===== config.mk =====
export PLATFORM = sky130hd
export DESIGN_NAME = knight_seq
export DESIGN_NICKNAME = d
export VERILOG_FILES = /design/src/rtl/knight_pkg.sv /design/src/rtl/knight_tick.sv /design/src/rtl/knight_seq.sv
export SDC_FILE = /design/constraint.sdc
export NUM_CORES = 1
export LEC_CHECK = 0
export ABC_AREA = 1
export ABC_CLOCK_PERIOD_IN_PS = 1740
export CAP_MARGIN = 20
export CORE_ASPECT_RATIO = 1.2
export CORE_MARGIN = 8
export CORE_UTILIZATION = 55
export CTS_CLUSTER_DIAMETER = 150
export CTS_CLUSTER_SIZE = 14
export DETAILED_ROUTE_END_ITERATION = 8
export GPL_ROUTABILITY_DRIVEN = 0
export PLACE_DENSITY = 0.88
export SLEW_MARGIN = 20
export SYNTH_ARGS = -nofsm -noshare
export SYNTH_HDL_FRONTEND = slang
export SYNTH_SLANG_ARGS = --single-unit

===== constraint.sdc =====
create_clock -name ck -period 1.74 [get_ports ck]
set_input_delay 0.348 -clock ck [delete_from_list [all_inputs] [get_ports ck]]
set_output_delay 0.348 -clock ck [all_outputs]
set_load 0.01 [all_outputs]

===== src/rtl/knight_pkg.sv =====
// knight_pkg: shared definitions for the knight scanner sequencer.
//   state_t   - sequencer states
//   *_DEF     - default parameter values used by knight_seq / knight_tick
package knight_pkg;

  localparam int unsigned WIDTH_DEF  = 8;
  localparam int unsigned DIV_W_DEF  = 8;
  localparam int unsigned PASS_W_DEF = 4;
  localparam int unsigned DWELL_DEF  = 2;

  typedef enum logic [2:0] {
    ST_IDLE,
    ST_LEFT,
    ST_DWELL_L,
    ST_RIGHT,
    ST_DWELL_R,
    ST_FINISH
  } state_t;

endpackage


===== src/rtl/knight_tick.sv =====
// knight_tick: step-rate prescaler.
//   ck   in   clock
//   res  in   asynchronous active-high reset
//   clr  in   synchronous clear of the count (burst start)
//   div  in   terminal count; tick period is div+1 clocks
//   tick out  high while the count equals div
module knight_tick
  import knight_pkg::*;
#(
  parameter int unsigned DIV_W = DIV_W_DEF
) (
  input  logic             ck,
  input  logic             res,
  input  logic             clr,
  input  logic [DIV_W-1:0] div,
  output logic             tick
);

  logic [DIV_W-1:0] r_cnt;

  assign tick = (r_cnt == div);

  always_ff @(posedge ck or posedge res) begin
    if (res) begin
      r_cnt <= '0;
    end else if (clr || tick) begin
      r_cnt <= '0;
    end else begin
      r_cnt <= r_cnt + 1'b1;
    end
  end

endmodule


===== src/rtl/knight_seq.sv =====
// knight_seq: knight-scanner LED sequencer with start/stop handshake.
//   ck      in   clock
//   res     in   asynchronous active-high reset
//   start   in   begin a burst (accepted in IDLE only, loses to stop)
//   stop    in   abort a running burst
//   div     in   step period = div+1 clocks, latched at start
//   passes  in   passes per burst, 0 = endless, latched at start
//   busy    out  burst in progress (start acceptance .. FINISH exit)
//   done    out  one-cycle pulse after FINISH
//   pos     out  index of the lit LED
//   out     out  one-hot LED drive while busy, 0 when idle
module knight_seq
  import knight_pkg::*;
#(
  parameter int unsigned WIDTH  = WIDTH_DEF,
  parameter int unsigned DIV_W  = DIV_W_DEF,
  parameter int unsigned PASS_W = PASS_W_DEF,
  parameter int unsigned DWELL  = DWELL_DEF
) (
  input  logic                     ck,
  input  logic                     res,
  input  logic                     start,
  input  logic                     stop,
  input  logic [DIV_W-1:0]         div,
  input  logic [PASS_W-1:0]        passes,
  output logic                     busy,
  output logic                     done,
  output logic [$clog2(WIDTH)-1:0] pos,
  output logic [WIDTH-1:0]         out
);

  localparam int unsigned POS_W = $clog2(WIDTH);
  localparam int unsigned DW_W  = (DWELL > 1) ? $clog2(DWELL) : 1;
  // Shifting left from WIDTH-2 lands on the MSB; shifting right from 1 lands on the LSB.
  localparam logic [POS_W-1:0] POS_PRE_MSB = POS_W'(WIDTH - 2);
  localparam logic [POS_W-1:0] POS_PRE_LSB = POS_W'(1);
  localparam logic [DW_W-1:0]  DW_LAST     = DW_W'(DWELL - 1);
  localparam state_t           ST_AFTER_L  = (DWELL == 0) ? ST_RIGHT : ST_DWELL_L;
  localparam state_t           ST_AFTER_R  = (DWELL == 0) ? ST_LEFT  : ST_DWELL_R;

  state_t             r_state;
  state_t             w_state_nx;
  logic [WIDTH-1:0]   r_out;
  logic [POS_W-1:0]   r_pos;
  logic [PASS_W-1:0]  r_pass;
  logic [PASS_W-1:0]  r_passes;
  logic [PASS_W-1:0]  w_pass_nx;
  logic [DW_W-1:0]    r_dwell;
  logic [DIV_W-1:0]   r_div;
  logic               r_done;
  logic               w_tick;
  logic               w_accept;
  logic               w_shl;
  logic               w_shr;
  logic               w_dwell_inc;
  logic               w_dwell_clr;

  knight_tick #(.DIV_W(DIV_W)) u_tick (
    .ck   (ck),
    .res  (res),
    .clr  (w_accept),
    .div  (r_div),
    .tick (w_tick)
  );

  assign w_pass_nx = r_pass + 1'b1;

  always_ff @(posedge ck or posedge res) begin
    if (res) begin
      r_state <= ST_IDLE;
    end else begin
      r_state <= w_state_nx;
    end
  end

  always_comb begin
    w_state_nx  = r_state;
    w_accept    = 1'b0;
    w_shl       = 1'b0;
    w_shr       = 1'b0;
    w_dwell_inc = 1'b0;
    w_dwell_clr = 1'b0;
    case (r_state)
      ST_IDLE: begin
        if (start && !stop) begin
          w_accept   = 1'b1;
          w_state_nx = ST_LEFT;
        end
      end
      ST_LEFT: begin
        if (stop) begin
          w_state_nx = ST_FINISH;
        end else if (w_tick) begin
          w_shl = 1'b1;
          if (r_pos == POS_PRE_MSB) w_state_nx = ST_AFTER_L;
        end
      end
      ST_DWELL_L, ST_DWELL_R: begin
        if (stop) begin
          w_state_nx = ST_FINISH;
        end else if (w_tick) begin
          if (r_dwell == DW_LAST) begin
            w_dwell_clr = 1'b1;
            w_state_nx  = (r_state == ST_DWELL_L) ? ST_RIGHT : ST_LEFT;
          end else begin
            w_dwell_inc = 1'b1;
          end
        end
      end
      ST_RIGHT: begin
        if (stop) begin
          w_state_nx = ST_FINISH;
        end else if (w_tick) begin
          w_shr = 1'b1;
          if (r_pos == POS_PRE_LSB) begin
            if ((r_passes != '0) && (w_pass_nx == r_passes)) w_state_nx = ST_FINISH;
            else                                              w_state_nx = ST_AFTER_R;
          end
        end
      end
      ST_FINISH: w_state_nx = ST_IDLE;
      default:   w_state_nx = ST_IDLE;
    endcase
  end

  always_ff @(posedge ck or posedge res) begin
    if (res) begin
      r_out    <= '0;
      r_pos    <= '0;
      r_pass   <= '0;
      r_passes <= '0;
      r_dwell  <= '0;
      r_div    <= '0;
      r_done   <= 1'b0;
    end else begin
      r_done <= (r_state == ST_FINISH);
      if (w_accept) begin
        r_div    <= div;
        r_passes <= passes;
        r_out    <= WIDTH'(1);
        r_pos    <= '0;
        r_pass   <= '0;
        r_dwell  <= '0;
      end else if (r_state == ST_FINISH) begin
        r_out <= '0;
        r_pos <= '0;
      end else begin
        if (w_shl) begin
          r_out <= {r_out[WIDTH-2:0], 1'b0};
          r_pos <= r_pos + 1'b1;
        end
        if (w_shr) begin
          r_out <= {1'b0, r_out[WIDTH-1:1]};
          r_pos <= r_pos - 1'b1;
          if (r_pos == POS_PRE_LSB) r_pass <= w_pass_nx;
        end
        if (w_dwell_clr)      r_dwell <= '0;
        else if (w_dwell_inc) r_dwell <= r_dwell + 1'b1;
      end
    end
  end

  always_comb begin
    busy = (r_state != ST_IDLE);
    done = r_done;
    out  = r_out;
    pos  = r_pos;
  end

endmodule

==> out/metrics.sh <==
SYNTH.FF_LATCH_COUNT=40
R2R_END='out[6]$_DFFE_PP0P_'
FINAL_CORE_UTILIZATION=0.715
CTS.REPORTEDPATHS.CLKPINSLEW_PS=80
CTSHOLDBUFFERS=0
INSERTEDDIODECOUNT=0
FIRST_GLOBAL_VIAS=1990
SYNTH.YOSYS.SEQ_AREA_SHARE=0.435
FINALWIRELENGTH_UM=4860
POWER_LEAKAGE_nW=1.40
SYNTH_AREA_UM2=2300
OVERFLOW=0
CTS-BUFFERS-INSERTED=5
POSTROUTEANTENNANETS=0
P_PER_AREA_nW_PER_UM2=1280
NETLIST-CELL-TYPE-COUNT=30
AREA_USED_BY_MULTI_INPUT_COMBINATIONAL_LOGIC_UM2=1130
CRIT_PATH_END_KIND='output pin'
IOPINCOUNT=29
GRT_ANTENNA_BEFORE_REPAIR=0
R2R.WORST_PATH.CELLS=8
OUTCOME='finished, final reports clean'
PLACED_CELLS_INCL_TAPS=390
REGTOREGSTARTPOINT='r_state[2]$_DFFE_PP0P_'
R2R_SETUP_SLACK_PS=150
TIMING.SLEW.HEADROOM=0.698
CLOCKROOTBUFFER='clkbuf_8'
PRECTSSETUPSLACK_PS=-43.8
WIRE_LENGTH_OF_THE_FIRST_GLOBAL_ROUTING_PASS_UM=8270
MAXCAPVIOLCOUNT=0
MIN_PERIOD_OVER_PERIOD=0.976
HOLD_VIOLATIONS=0
DRT_PASS1_ITERATIONS=4
SYN_AREA_PER_CELL_UM2=7.61
SYNTH_EDF_COUNT=0
CLOCK_TREE.HTREE_LEVEL_COUNT=2
WIRELENGTH_PER_CELL_UM=12.2
PATH_MAX_FANOUT=4
CRIT_ARRIVAL_PS=1350
WORST_SETUP_PATH_ENDPOINT='busy'
LAYOUT-DRIVE-GT1-SHARE=0.174
GRT_MAX_DEGREE=41
VDD_DROP_MAX_mV=0.761
SETUP_VIOLATIONS=0
DR_TOTAL_VIAS=2006
WORSTSKEWPAIRLATENCY_PS=300
TRITONCTS_CLOCK_TREE='done'
SYN-NUM-NETS=324
DETAIL_ROUTE.DRC_VIOLATIONS=0
SYN2LAYOUT_AREA_GROWTH_PCT=23.6
CTS_MAX_PATH_BUFS=2
FP.COREAREA_UM2=3970
POSTLAYOUTCELLAREA_UM2=2840
DIE_W_UM=75.0
PLACEMENTROWS=25
FINAL_CRITICAL_PATH_SETUP_SLACK_PS=41.4
FMAX_MHz=589
SYNTH-WARNING-COUNT=0
DIE_H_UM=86.8
FILLER_CELL_COUNT=319
NUMCLOCKSINKS=40
CP.REQUIRED_PS=1390
SEQCELLAREA_UM2=1000
FLOORPLAN.INITIALDENSITY=0.579
REPORT.FINAL.SLEW_VIOL_COUNT=0
INSTANCES_NO_FILL=399
WORSTSETUPPATHTYPE='flip-flop to output pin'
GLOBALROUTETOTALUTIL=0.161
FIN_CRIT_PS=1700
SYNTHARSTFLOPSHARE=1.00
SYN_INST_COUNT=302
DETAIL_ROUTE.VIAS_PER_CELL=5.03
DIE_AREA_UM2=6520
DESIGN.FINAL.NETS=367
FIRST_ITER_VIOLATIONS=198
SYNTH-MAIN-FF-CELL='dfrtp_1'
DETAILED_PLACEMENT_WIRELENGTH_ESTIMATE_UM=3630
FIN_SKEW_PS=8.31
TIGHTEST_SLEW_PS=449
WORSTHOLDPATHTYPE='primary input to asynchronous set/reset pin'
PLACED_AREA_UM2=2720
CRITICAL_PATH.STARTPOINT='r_state[0]$_DFFE_PP0P_'
CRIT_START_CATEGORY='flip-flop'
PORT-BUFFER-COUNT=28
[logic make-up (layout without fill, tap and decap cells)]
family / count (synthesis) / after routing / share of synthesized area
adder cells (fa/ha/maj): 6 / 6 / 0.0326
flip-flops: 40 / 40 / 0.435
AO/OA/AOI/OAI: 42 / 42 / 0.107
buffers and inverters: 48 / 91 / 0.0860
XOR/XNOR: 8 / 8 / 0.0305
AND/OR/NAND/NOR: 158 / 158 / 0.309
[how the worst min path moves through the flow]
stage	end	slack [ps]	cells after the start
after CTS	r_div[2]$_DFFE_PP0P_	410	3
final	r_div[5]$_DFFE_PP0P_	400	3
after detailed placement	u_tick.r_cnt[0]$_DFF_PP0_	500	1
after global routing	r_div[2]$_DFFE_PP0P_	430	3
after floorplan	r_passes[0]$_DFFE_PP0P_	460	2
after global placement	u_tick.r_cnt[0]$_DFF_PP0_	490	1
[critical path, cell delays in order (launching register included)]
cell	delay, ps
dfrtp_1	420
inv_2	90
nand2_2	90
nor2_4	150
inv_2	70
clkdlybuf4s15_1	240
[power by group]
| group | leakage (nW) | switching, mW | internal (mW) |
|---|---|---|---|
| logic | 0.838 | 0.947 | 0.637 |
| clock network | 0.0400 | 0.315 | 0.271 |
| registers | 0.519 | 0.255 | 1.20 |
[registers in the layout (all words and copies together) (netlist names)]
| signal | count |
|---|---|
| r_div | 8 |
| done | 1 |
| r_dwell | 1 |
| out | 8 |
| r_state | 3 |
| r_pass | 4 |
| pos | 3 |
| r_passes | 4 |
| u_tick.r_cnt | 8 |
[cells in the mapped netlist (5+ instances only)]
cell     instances  share of area
inv_2           14          0.023
o21ai_2          5          0.019
nand2_2          9          0.024
nor2_1          22          0.036
inv_1           30          0.049
o21ai_1         12          0.026
nor3_1           6          0.013
nand2_1         92           0.15
dfrtp_1         40           0.44
o21ai_0         16          0.035
ha_1             6          0.033
nand3_1         14          0.030
[layout by cell type (no fill, tap or decap), types with 2 or more instances in the layout]
| cell type | count |
|---|---|
| clkbuf_8 | 5 |
| nand3_1 | 14 |
| buf_12 | 2 |
| nor3_1 | 6 |
| dfrtp_2 | 2 |
| buf_4 | 10 |
| nand4_1 | 4 |
| nand2_2 | 8 |
| xor2_1 | 4 |
| inv_1 | 30 |
| nor2_1 | 22 |
| o21ai_0 | 16 |
| xnor2_1 | 4 |
| o21ai_2 | 5 |
| o21ai_1 | 12 |
| ha_1 | 6 |
| clkdlybuf4s50_1 | 27 |
| nor2_4 | 5 |
| nand2_1 | 92 |
| a21oi_1 | 4 |
| dfrtp_1 | 38 |
| inv_2 | 14 |
[metrics by stage]
| stage | TNS, ps | hold slack (ps) | power (mW) |
|---|---|---|---|
| 2_1_floorplan | 0 | 465 | 2.55 |
| 3_3_place_gp | -8.98 | 490 | 2.88 |
| 3_5_place_dp | -140 | 496 | 2.96 |
| 4_1_cts | 0 | 409 | 3.56 |
| 5_1_grt | -21.2 | 427 | 3.95 |
| 6_report | 0 | 400 | 3.63 |
[routing by layer]
layer	global-route usage	vias up	routed length [um]
met1	0.172	935	2040
met3	0.0450	6	174
li1	-	1034	-
met5	0	-	0
met2	0.291	31	2590
met4	0.0536	0	55
[area by class of cell]
cell class / instances / area share
well taps: 54 / 0.0238
inverters: 44 / 0.0581
multi-input cells: 214 / 0.397
flip-flops and latches: 40 / 0.353
repair buffers: 40 / 0.139
clock inverters: 2 / 0.00440
clock buffers: 5 / 0.0242
[repair_timing]
| item | CTS | global route |
|---|---|---|
| pin swaps | 0 | 2 |
| resized for setup | 2 | 7 |
| endpoints found under the setup margin | 1 | 16 |
| setup buffers | 0 | 2 |
Power figures use the tool's default switching activity.
